===== src/rtl/rs_encoder.sv =====
// Systematic RS(15,11) encoder over GF(16), poly x^4+x+1, g(x) roots a^1..a^4.
// Streams 11 message symbols through, then appends 4 parity symbols.
//
// Ports:
//   clk        rising-edge clock
//   reset      asynchronous active-low reset
//   in_sop     first message symbol of a codeword (qualified by in_valid)
//   in_valid   data_in holds a message symbol
//   data_in    message symbol (GF(16))
//   err_in     error pattern xored onto code_out (only with RS_ENC_ERR_INJECT_EN)
//   in_ready   symbol accepted when in_valid && in_ready
//   out_valid  code_out holds a codeword symbol (no backpressure)
//   code_out   registered codeword symbol, highest degree first
//   out_sop    message symbol 0 of a codeword
//   out_eop    parity symbol 3 of a codeword
//
// Build option: define RS_ENC_ERR_INJECT_EN to add the err_in port.
module rs_encoder (
    input  logic       clk,
    input  logic       reset,
    input  logic       in_sop,
    input  logic       in_valid,
    input  logic [3:0] data_in,
`ifdef RS_ENC_ERR_INJECT_EN
    input  logic [3:0] err_in,
`endif
    output logic       in_ready,
    output logic       out_valid,
    output logic [3:0] code_out,
    output logic       out_sop,
    output logic       out_eop
);

    typedef enum logic [1:0] {
        IDLE,
        DATA,
        PARITY
    } state_t;

    state_t           state;
    logic [3:0]       cnt;
    logic [3:0][3:0]  lfsr;

    logic             xfer;
    logic [3:0][3:0]  base;
    logic [3:0][3:0]  nxt;
    logic [3:0]       fb;
    logic [3:0]       emask;

    // GF(16) multiply, reduction by x^4 = x + 1
    function automatic logic [3:0] gf_mul(input logic [3:0] a,
                                          input logic [3:0] b);
        logic [3:0] p;
        logic [3:0] x;
        p = 4'h0;
        x = a;
        for (int i = 0; i < 4; i++) begin
            if (b[i]) p = p ^ x;
            x = {x[2:0], 1'b0} ^ (x[3] ? 4'h3 : 4'h0);
        end
        return p;
    endfunction

`ifdef RS_ENC_ERR_INJECT_EN
    assign emask = err_in;
`else
    assign emask = 4'h0;
`endif

    // A first symbol starts from a zero register, whatever state remains.
    always_comb begin
        xfer    = in_valid && in_ready;
        base    = in_sop ? '0 : lfsr;
        fb      = data_in ^ base[3];
        nxt[0]  = gf_mul(fb, 4'd7);
        nxt[1]  = base[0] ^ gf_mul(fb, 4'd8);
        nxt[2]  = base[1] ^ gf_mul(fb, 4'd12);
        nxt[3]  = base[2] ^ gf_mul(fb, 4'd13);
    end

    always_ff @(posedge clk or negedge reset) begin
        if (!reset) begin
            state     <= IDLE;
            cnt       <= 4'd0;
            lfsr      <= '0;
            in_ready  <= 1'b0;
            out_valid <= 1'b0;
            code_out  <= 4'h0;
            out_sop   <= 1'b0;
            out_eop   <= 1'b0;
        end else begin
            out_valid <= 1'b0;
            out_sop   <= 1'b0;
            out_eop   <= 1'b0;
            unique case (state)
                IDLE: begin
                    in_ready <= 1'b1;
                    if (xfer && in_sop) begin
                        state     <= DATA;
                        cnt       <= 4'd1;
                        lfsr      <= nxt;
                        out_valid <= 1'b1;
                        out_sop   <= 1'b1;
                        code_out  <= data_in ^ emask;
                    end
                end
                DATA: begin
                    if (xfer) begin
                        lfsr      <= nxt;
                        out_valid <= 1'b1;
                        out_sop   <= in_sop;
                        code_out  <= data_in ^ emask;
                        if (in_sop) begin
                            cnt <= 4'd1;
                        end else if (cnt == 4'd10) begin
                            state    <= PARITY;
                            cnt      <= 4'd0;
                            in_ready <= 1'b0;
                        end else begin
                            cnt <= cnt + 4'd1;
                        end
                    end
                end
                PARITY: begin
                    // Shift the remainder out, stage3 first.
                    out_valid <= 1'b1;
                    code_out  <= lfsr[3] ^ emask;
                    lfsr      <= {lfsr[2:0], 4'h0};
                    cnt       <= cnt + 4'd1;
                    if (cnt == 4'd3) begin
                        out_eop  <= 1'b1;
                        in_ready <= 1'b1;
                        state    <= IDLE;
                        cnt      <= 4'd0;
                    end
                end
                default: state <= IDLE;
            endcase
        end
    end

endmodule

===== config.mk =====
export PLATFORM = sky130hd
export DESIGN_NAME = rs_encoder
export DESIGN_NICKNAME = d
export VERILOG_FILES = /design/src/rtl/rs_encoder.sv
export SDC_FILE = /design/constraint.sdc
export NUM_CORES = 1
export LEC_CHECK = 0
export CORE_ASPECT_RATIO = 0.7
export CORE_MARGIN = 8
export CORE_UTILIZATION = 50
export DETAILED_ROUTE_END_ITERATION = 12
export PLACE_DENSITY = 0.66
export SLEW_MARGIN = 15
export SYNTH_ARGS = -nofsm -noshare
export SYNTH_HDL_FRONTEND = slang
export SYNTH_SLANG_ARGS = --single-unit

===== constraint.sdc =====
create_clock -name clk -period 2.23 [get_ports clk]
set_input_delay 0.446 -clock clk [delete_from_list [all_inputs] [get_ports clk]]
set_output_delay 0.446 -clock clk [all_outputs]
set_load 0.02 [all_outputs]

=== Word level (Yosys, flattened, before mapping) ===
Index checks and enable logic that the tools add are counted.

* Mux-type cells: 34
* Eq/ne operators: 9
* Add/sub/neg operators: 1
* Reduce and logical (&&, ||, !) cells: 7
* Bitwise operators: 12

{| class="wikitable"
|+ Operators by type and width
! kind !! number
|-
| $mux W16 || 3
|-
| $pmux W16 S3 || 1
|-
| $xor A4 B4 Y4 || 9
|-
| $mux W4 || 7
|-
| $pmux W4 S3 || 2
|-
| $mux W2 || 8
|-
| $xor A4 B2 Y4 || 3
|-
| $ne A2 B2 Y1 const B || 5
|-
| $reduce_and A5 Y1 || 2
|-
| $mux W1 || 9
|-
| $pmux W1 S3 || 2
|-
| $pmux W2 S3 || 1
|-
| $add A4 B1 Y4 const B || 1
|-
| $eq A4 B2 Y1 const B || 1
|-
| $eq A4 B4 Y1 const B || 1
|-
| $reduce_and A3 Y1 || 1
|-
| $reduce_bool A3 Y1 || 1
|-
| $eq A2 B1 Y1 const B || 1
|-
| $eq A2 B2 Y1 const B || 1
|-
| $logic_and A1 B1 Y1 || 2
|-
| $logic_not A2 Y1 || 1
|-
| $pmux W1 S2 || 1
|}

* Register bits: 30
* Output and inout bits: 8
* Input port bits: 8
* Logic and storage cells: 74

=== Longest topological paths before layout ===
Gate-level depths: netlist of the first run.

* Depth after elaboration: 12
* Depth in mapped cells: 10
* Gate-level depth less buffers: 7

=== Least setup slack after synthesis of the first run ===
No wires, ideal clock.

* Path type: input-to-reg
* Start point: input data_in[0]
* End point: register lfsr[12] (netlist name)
* Path buffers: 1
* Setup slack: 179 ps
* Cell stages on the path: 5
* Library setup time: 131 ps
* Arrival: 1920 ps
* Cells stage by stage: buf_4 > xnor2_2 > xor3_1 > a221o_1 > or3_1

* Word-level cells in the longest chain between the ends: 6
* Elaborated cells on any way between the ends: 7
* Those cells by class: mux (3); bitwise (4)

{| class="wikitable"
|+ RTL lines
! element !! RTL line !! text
|-
| start, declared || 23 || <nowiki>input logic [3:0] data_in,</nowiki>
|-
| $xor A4 B4 Y4 * || 74 || <nowiki>fb = data_in ^ base[3];</nowiki>
|-
| $xor A4 B4 Y4 * (2 in a row) || 58 || <nowiki>if (b[i]) p = p ^ x;</nowiki>
|-
| $xor A4 B4 Y4 * || 78 || <nowiki>nxt[3] = base[2] ^ gf_mul(fb, 4'd13);</nowiki>
|-
| $mux W16, on equally long branches || 108, 98 ||
|-
| $pmux W16 S3 * || 95 || <nowiki>unique case (state)</nowiki>
|-
| end signal, assigned || 101 || <nowiki>lfsr <= nxt;</nowiki>
|-
| end signal, assigned || 109 || <nowiki>lfsr <= nxt;</nowiki>
|-
| end signal, assigned || 128 || <nowiki>lfsr <= {lfsr[2:0], 4'h0};</nowiki>
|-
| end, declared || 42 || <nowiki>logic [3:0][3:0] lfsr;</nowiki>
|}

Every way passes the cells marked *; elsewhere a longest branch is shown, timed or not. The select of a mux whose other input is x is not followed.
A chain may end at the register's enable or synchronous reset.

=== Worst setup path after layout of the first run ===
Same ends and word-level chain as after synthesis.

==> summary.txt, run 1 <==
Synthesis
  – EDFF count, synth: 0
  – Cells after Synth: between 200 and 250
  – Syn_area_per_cell: slightly below 9 µm²
  – YS warnings: 0
  – Post-Syn Nets: 260
  – Ys async rst share: 100%
  – Yosys reg bits: 30
  – Synth cell types: 49
  – Sequential share of the synthesized area: a little over a third
  – Most used DFF post-synth: dfrtp_1
  – Synthesized area: around 0.0021 mm²

Routing
  – WL/cell: 14.8 µm
  – 1st-iter DRT viols: just over 80
  – Drt pass-1 iters: 4
  – Number of remaining DRC errors: 0
  – WL final: between 5000 and 6000 µm
  – Via density per instance: between 5 and 6
  – Via count: 1843
  – Final ANT Viol Nets: 0

STA
  – Final WS setup: between 150 and 200 ps
  – RSZ-0062 raised after global routing: false
  – Worst-margin pin slew: ~520 ps
  – Maximum clock frequency: roughly 490 MHz
  – Clk_skew: ~8 ps
  – Final hold viol count: 0
  – Tmin final: 2050 ps
  – Fin Hold WS: slightly below 500 ps
  – Final Cycle Share: between 90% and 100%
  – Setup violators final: 0
  – Max-slew violation count: 0
  – Slew headroom: about two thirds

Floorplan
  – Num ports: 16
  – Die Wd: roughly 94 µm
  – Die area: 0.00666 mm²
  – Chip height: 70.7 µm
  – Initial Util: around half
  – Rows: 20
  – Core area: approximately 0.0042 mm²

GRT
  – Largest net degree at the start of global routing: 31
  – Vias in the first global route: about 1800
  – All-Layer GR Usage: between 10% and 20%
  – Global-route wire length before repair: about 8300 µm
  – Remaining Overflow, GRT: 0
  – Initial antenna violation count: 0

Critical path
  – Critical path required time: ~2400 ps
  – Critical path's slowest cell: clkdlybuf4s50_1
  – Critical path class: input port to flip-flop
  – CP max stage delay: between 500 and 600 ps
  – Reg2Reg Depth: 7
  – Critical Path End: lfsr[12]
  – CP top delay family: XOR/XNOR gates
  – Critical path capture point type: flip-flop
  – Critical path buffers and inverters: 1
  – CP max FO: 3
  – Critical Path, Cell by Cell: clkdlybuf4s50_1 > xnor2_2 > xor3_1 > a221o_1 > or3_1
  – Crit path from: data_in[0]
  – Flop2flop setup slack: ~180 ps
  – RR Endpoint: lfsr[12]
  – R2r startpoint: state[0]
  – Crit path DAT: between 2000 and 2500 ps
  – CP Launch Type: input port
  – WP depth: 5

Clock network
  – Postcts setup bufs: 0
  – CTS tree: built
  – Clock root buffer: clkbuf_8
  – TritonCTS sink count: 30
  – Clk slew on worst S/H paths: ~70 ps
  – Total CTS buffers: 5
  – Post-CTS Resized: 0
  – Bufs on Longest Clock Path: 2
  – H-tree Lvls: 2
  – Clk_lat worst skew: ~290 ps
  – CTS Hold Buffers Added: 0

Place
  – Input/output buffers: 15
  – Routability cong.: between 0.8 and 0.9
  – Dpl ws: -123 ps
  – Hpwl dp: approximately 3700 µm

Hold path
  – Hold crit path type: flip-flop to flip-flop

Power
  – Power Density: around 1500 mW/mm²
  – Leak: roughly 1.1 nW
  – Max VDD drop: ~800 µV

Cells and area
  – N_diodes: 0
  – Commonest non-fill, non-tap cell in the layout: buf_4
  – Most frequent cells in the layout: 33 x buf_4, 32 x nand2_1, 30 x dfrtp_1
  – Share of layout cells above drive strength 1: about 16%
  – Fin nets: 295
  – Area Overhead vs Synth: 21.6%

Run
  – Max Cap Violations: 0

Run status
  – Outcome: finished clean
[layer usage]
layer  up-vias  GRT usage, %  share of wire [%]
met5         -             0                  0
met4         0          5.43                1.3
met3         7          4.02                5.0
met2        41          21.6                 39
met1       866          23.2                 54
li1        929             -                  -
[per-stage QoR]
stage                     total power [mW]  instance area, µm²  instances  TNS [ps]  utilization [%]
final                                 3.98                2600        337         0             61.6
after global routing                  4.31                2600        337         0             61.6
after CTS                             3.99                2600        337         0             61.6
after detailed placement              3.44                2490        329      -563             59.0
after global placement                3.41                2490        329      -235             59.0
after floorplan                       2.74                2140        246         0                -
[worst min path at each step]
stage	startpoint	end	slack, ps	depth (start not counted)
floorplan	reset	cnt[0]	150	0
global placement	code_out[3]	code_out[3]	470	2
detailed placement	lfsr[4]	lfsr[4]	480	2
CTS	lfsr[4]	lfsr[4]	490	2
global route	lfsr[4]	lfsr[4]	540	2
finish	lfsr[4]	lfsr[4]	490	2
[cell families (layout without fill, tap and decap cells)]
group,Yosys count,in the layout,synth area share [%]
xor gates and xnor gates,21,21,11.3
muxes,9,9,4.27
DFF,30,30,35.1
and+or+nand+nor,82,82,19.2
buffers and inverters,30,66,7.07
adders and majority gates,6,6,3.51
AOI/OAI and AO/OA,68,68,19.6
[final cells by class]
type	instances	area [µm²]
multi-input combinational	186	1240
inverter	10	37.5
sequential	30	751
clock buffer	8	110
timing repair buffer	48	398
fill	365	1630
tap	55	68.8
[state kept, by name, summed over array words and instances (netlist names)]
name,count
state,2
out_eop,1
out_valid,1
cnt,4
code_out,4
lfsr,16
in_ready,1
out_sop,1
[tightest hold or removal path, cell delays in order (launching register included)]
cell,delay (ps)
dfrtp_1,340
nand2_1,50
o21ai_1,60
[synthesized netlist by cell type (2+ instances only)]
| cell | instances | area [µm²] |
|---|---|---|
| nor2b_1 | 4 | 25.0 |
| a21oi_1 | 18 | 90.1 |
| o21ai_1 | 12 | 60.1 |
| o21a_1 | 2 | 15.0 |
| nand2_1 | 32 | 120 |
| nor2_1 | 19 | 71.3 |
| nand4_1 | 3 | 18.8 |
| inv_1 | 9 | 33.8 |
| mux2i_1 | 8 | 80.1 |
| o31ai_1 | 9 | 67.6 |
| ha_1 | 6 | 75.1 |
| o21ai_0 | 8 | 40.0 |
| a221o_1 | 2 | 20.0 |
| nor3_1 | 3 | 15.0 |
| a31oi_1 | 3 | 18.8 |
| clkbuf_1 | 12 | 45.0 |
| or2_1 | 2 | 12.5 |
| buf_4 | 5 | 37.5 |
| nor3b_1 | 2 | 15.0 |
| a22o_1 | 4 | 35.0 |
| xor2_1 | 3 | 26.3 |
| xnor2_1 | 13 | 114 |
| dfrtp_1 | 30 | 751 |
| xnor2_2 | 2 | 32.5 |
| xnor3_1 | 2 | 45.0 |
| o22ai_1 | 4 | 25.0 |
| nor4b_1 | 2 | 17.5 |
| or3_1 | 5 | 31.3 |
| nand3b_1 | 2 | 15.0 |
[power breakdown]
group	internal [mW]	switching (mW)
logic	1.14	1.25
clock network	0.311	0.216
registers	0.806	0.260
total	2.25	1.73
No activity file was read; power rests on OpenSTA's default activity.
==> run 2: changes to the inputs <==
--- a/config.mk
+++ b/config.mk
@@ -10,6 +10,7 @@
 export CORE_UTILIZATION = 50
 export DETAILED_ROUTE_END_ITERATION = 12
 export PLACE_DENSITY = 0.66
+export SETUP_SLACK_MARGIN = 0.5
 export SLEW_MARGIN = 15
 export SYNTH_ARGS = -nofsm -noshare
 export SYNTH_HDL_FRONTEND = slang
==> constraint.sdc (replaced) <==
create_clock -name clk -period 2.45 [get_ports clk]
set_input_delay 0.49 -clock clk [delete_from_list [all_inputs] [get_ports clk]]
set_output_delay 0.49 -clock clk [all_outputs]
set_load 0.02 [all_outputs]
==> summary.txt, run 2 (synthesis gave the netlist of run 1 again) <==
GRT
  – Grt met2 use: 25.2% (was 21.6%)
  – Largest net degree at the start of global routing: 31 (unchanged)
  – Global-route wire length before repair: 8960 µm (was 8320 µm)
  – All-Layer GR Usage: 16.9% (was 15.8%)
  – Vias in the first global route: 1879 (was 1759)
  – Routing usage on met3: 4.02% (unchanged)
  – Initial antenna violation count: 0 (unchanged)
  – Remaining Overflow, GRT: 0 (unchanged)
  – GRT Max-Usage Layer: met2 (was met1)
  – Met1 capacity usage during global routing: 23.0% (was 23.2%)

Critical path
  – CP max stage delay: 400 ps (was 570 ps)
  – CP Launch Type: flip-flop (was input port)
  – Critical path required time: 2620 ps (was 2400 ps)
  – Flop2flop setup slack: 550 ps (was 180 ps)
  – Critical path class: flip-flop to flip-flop (was input port to flip-flop)
  – Crit path from: state[1] (was data_in[0])
  – Critical Path, Cell by Cell: inv_2 > ha_4 > nor2_4 > a31oi_2 > or2_4 > a221o_1 > or3_1 (was clkdlybuf4s50_1 > xnor2_2 > xor3_1 > a221o_1 > or3_1)
  – Reg2Reg Depth: 7 (unchanged)
  – Crit path DAT: 2070 ps (was 2230 ps)
  – Critical path's slowest cell: dfrtp_1 (was clkdlybuf4s50_1)
  – Critical path capture point type: flip-flop (unchanged)
  – RR Endpoint: lfsr[12] (unchanged)
  – Critical Path End: lfsr[12] (unchanged)
  – R2r startpoint: state[1] (was state[0])
  – CP max FO: 9 (was 3)

Floorplan
  – Initial Util: 50.6% (unchanged)
  – Num ports: 16 (unchanged)
  – Core area: 0.00423 mm² (unchanged)
  – Chip height: 70.7 µm (unchanged)
  – Die Wd: 94.2 µm (unchanged)
  – Die area: 0.00666 mm² (unchanged)
  – Rows: 20 (unchanged)

Power
  – Final Power: 4.06 mW (was 3.98 mW)
  – Max VDD drop: 613 µV (was 801 µV)
  – Leak: 1.19 nW (was 1.14 nW)
  – Power Density: 1480 mW/mm² (was 1530 mW/mm²)

Cells and area
  – Max reg flops: 16 (unchanged)
  – Fillcell total: 341 (was 365)
  – Final cell count without fillers: 336 (was 337)
  – Most frequent cells in the layout: 32 x nand2_1, 29 x buf_4, 28 x dfrtp_1 (was 33 x buf_4, 32 x nand2_1, 30 x dfrtp_1)
  – Fin nets: 294 (was 295)
  – Share of layout cells above drive strength 1: 21.7% (was 16.3%)
  – N_diodes: 0 (unchanged)
  – Most flops, register: lfsr (unchanged)
  – Area Overhead vs Synth: 28.0% (was 21.6%)
  – Commonest non-fill, non-tap cell in the layout: nand2_1 (was buf_4)
  – Top flop regs: lfsr (16), cnt (4), code_out (4) (unchanged)
  – Finished Core Util: 64.8% (was 61.6%)

Routing
  – WL final: 5410 µm (was 5000 µm)
  – Drt pass-1 iters: 4 (unchanged)
  – 1st-iter DRT viols: 148 (was 82)
  – WL/cell: 16.1 µm (was 14.8 µm)
  – Via count: 1906 (was 1843)
  – Via density per instance: 5.67 (was 5.47)
  – Number of remaining DRC errors: 0 (unchanged)
  – Final ANT Viol Nets: 0 (unchanged)

STA
  – Worst-margin pin slew: 507 ps (was 520 ps)
  – Clk_skew: 13.3 ps (was 7.87 ps)
  – Final Cycle Share: between 70% and 80%
  – Final hold viol count: 0 (unchanged)
  – Maximum clock frequency: about 530 MHz
  – Tmin final: 1900 ps
  – Slew headroom: 66.2% (was 65.3%)
  – RSZ-0062 raised after global routing: true (was false)
  – Max-slew violation count: 0 (unchanged)
  – Setup violators final: 0 (unchanged)
  – Final WS setup: 550 ps (was 178 ps)

Place
  – Input/output buffers: 15 (unchanged)
  – Dpl ws: -147 ps (was -123 ps)
  – Placed Cells: 322 (was 329)
  – Hpwl dp: 3660 µm (about the same)
  – Routability cong.: 0.849 (was 0.833)

Run
  – Max Cap Violations: 0 (unchanged)

Run status
  – Outcome: finished clean (unchanged)

Clock network
  – Clock root buffer: clkbuf_8 (unchanged)
  – Bufs on Longest Clock Path: 2 (unchanged)
  – Total CTS buffers: 5 (unchanged)
  – TritonCTS sink count: 30 (unchanged)
  – Clk_lat worst skew: 290 ps (about the same)
  – CTS tree: built (unchanged)
  – CTS Hold Buffers Added: 0 (unchanged)
  – Clk slew on worst S/H paths: 80 ps (was 70 ps)
  – H-tree Lvls: 2 (unchanged)

Hold path
  – Hold crit path type: flip-flop to flip-flop (unchanged)
run 2: per-layer routing:
metal / routed length (µm) / up-vias
met5: 0 / -
met4: 66 / 0
met3: 284 / 7
met2: 2420 / 58
met1: 2630 / 911
li1: - / 930
run 2: timing repair:
action	in CTS	in global routing
pin swaps	2	6
gates resized for setup	8	15
setup endpoints to repair	20	18
setup buffers	1	5
run 2: cell type report:
| class | instances | area [µm²] | area share, % |
|---|---|---|---|
| inverters | 10 | 37.5 | 1.37 |
| clock buffers | 6 | 82.6 | 3.01 |
| multi-input cells | 186 | 1330 | 48.5 |
| flip-flops and latches | 30 | 753 | 27.5 |
| repair buffers | 47 | 408 | 14.9 |
| well taps | 55 | 68.8 | 2.51 |
| clock inverters | 2 | 60.1 | 2.19 |
run 2: per-stage QoR:
stage	cell area (µm²)	TNS, ps	hold WS, ps
final	2740	0	493
after global placement	2490	-90.7	467
after floorplan	2200	0	194
after CTS	2650	0	499
after global routing	2740	0	536
after detailed placement	2490	-160	483
run 2: power breakdown:
part / internal (mW) / switching (mW)
Clock: 0.434 / 0.206
Combinational: 1.20 / 1.23
Sequential: 0.737 / 0.253
run 2: worst min path at each step:
stage | startpoint | slack [ps] | endpoint | cells past startpoint
6_report | lfsr[4] | 490 | lfsr[4] | 2
5_1_grt | lfsr[4] | 540 | lfsr[4] | 2
3_3_place_gp | code_out[1] | 470 | code_out[1] | 2
3_5_place_dp | code_out[3] | 480 | code_out[3] | 2
2_1_floorplan | reset | 190 | cnt[0] | 0
4_1_cts | code_out[3] | 500 | code_out[3] | 2
run 2: critical path, delay by kind of cell, from the launching register on:
kind,cells,cell delay (ps)
AOI/OAI and AO/OA,2,380
adders and majority gates,1,200
and+or+nand+nor,3,690
buffers and inverters,1,90
DFF,1,400
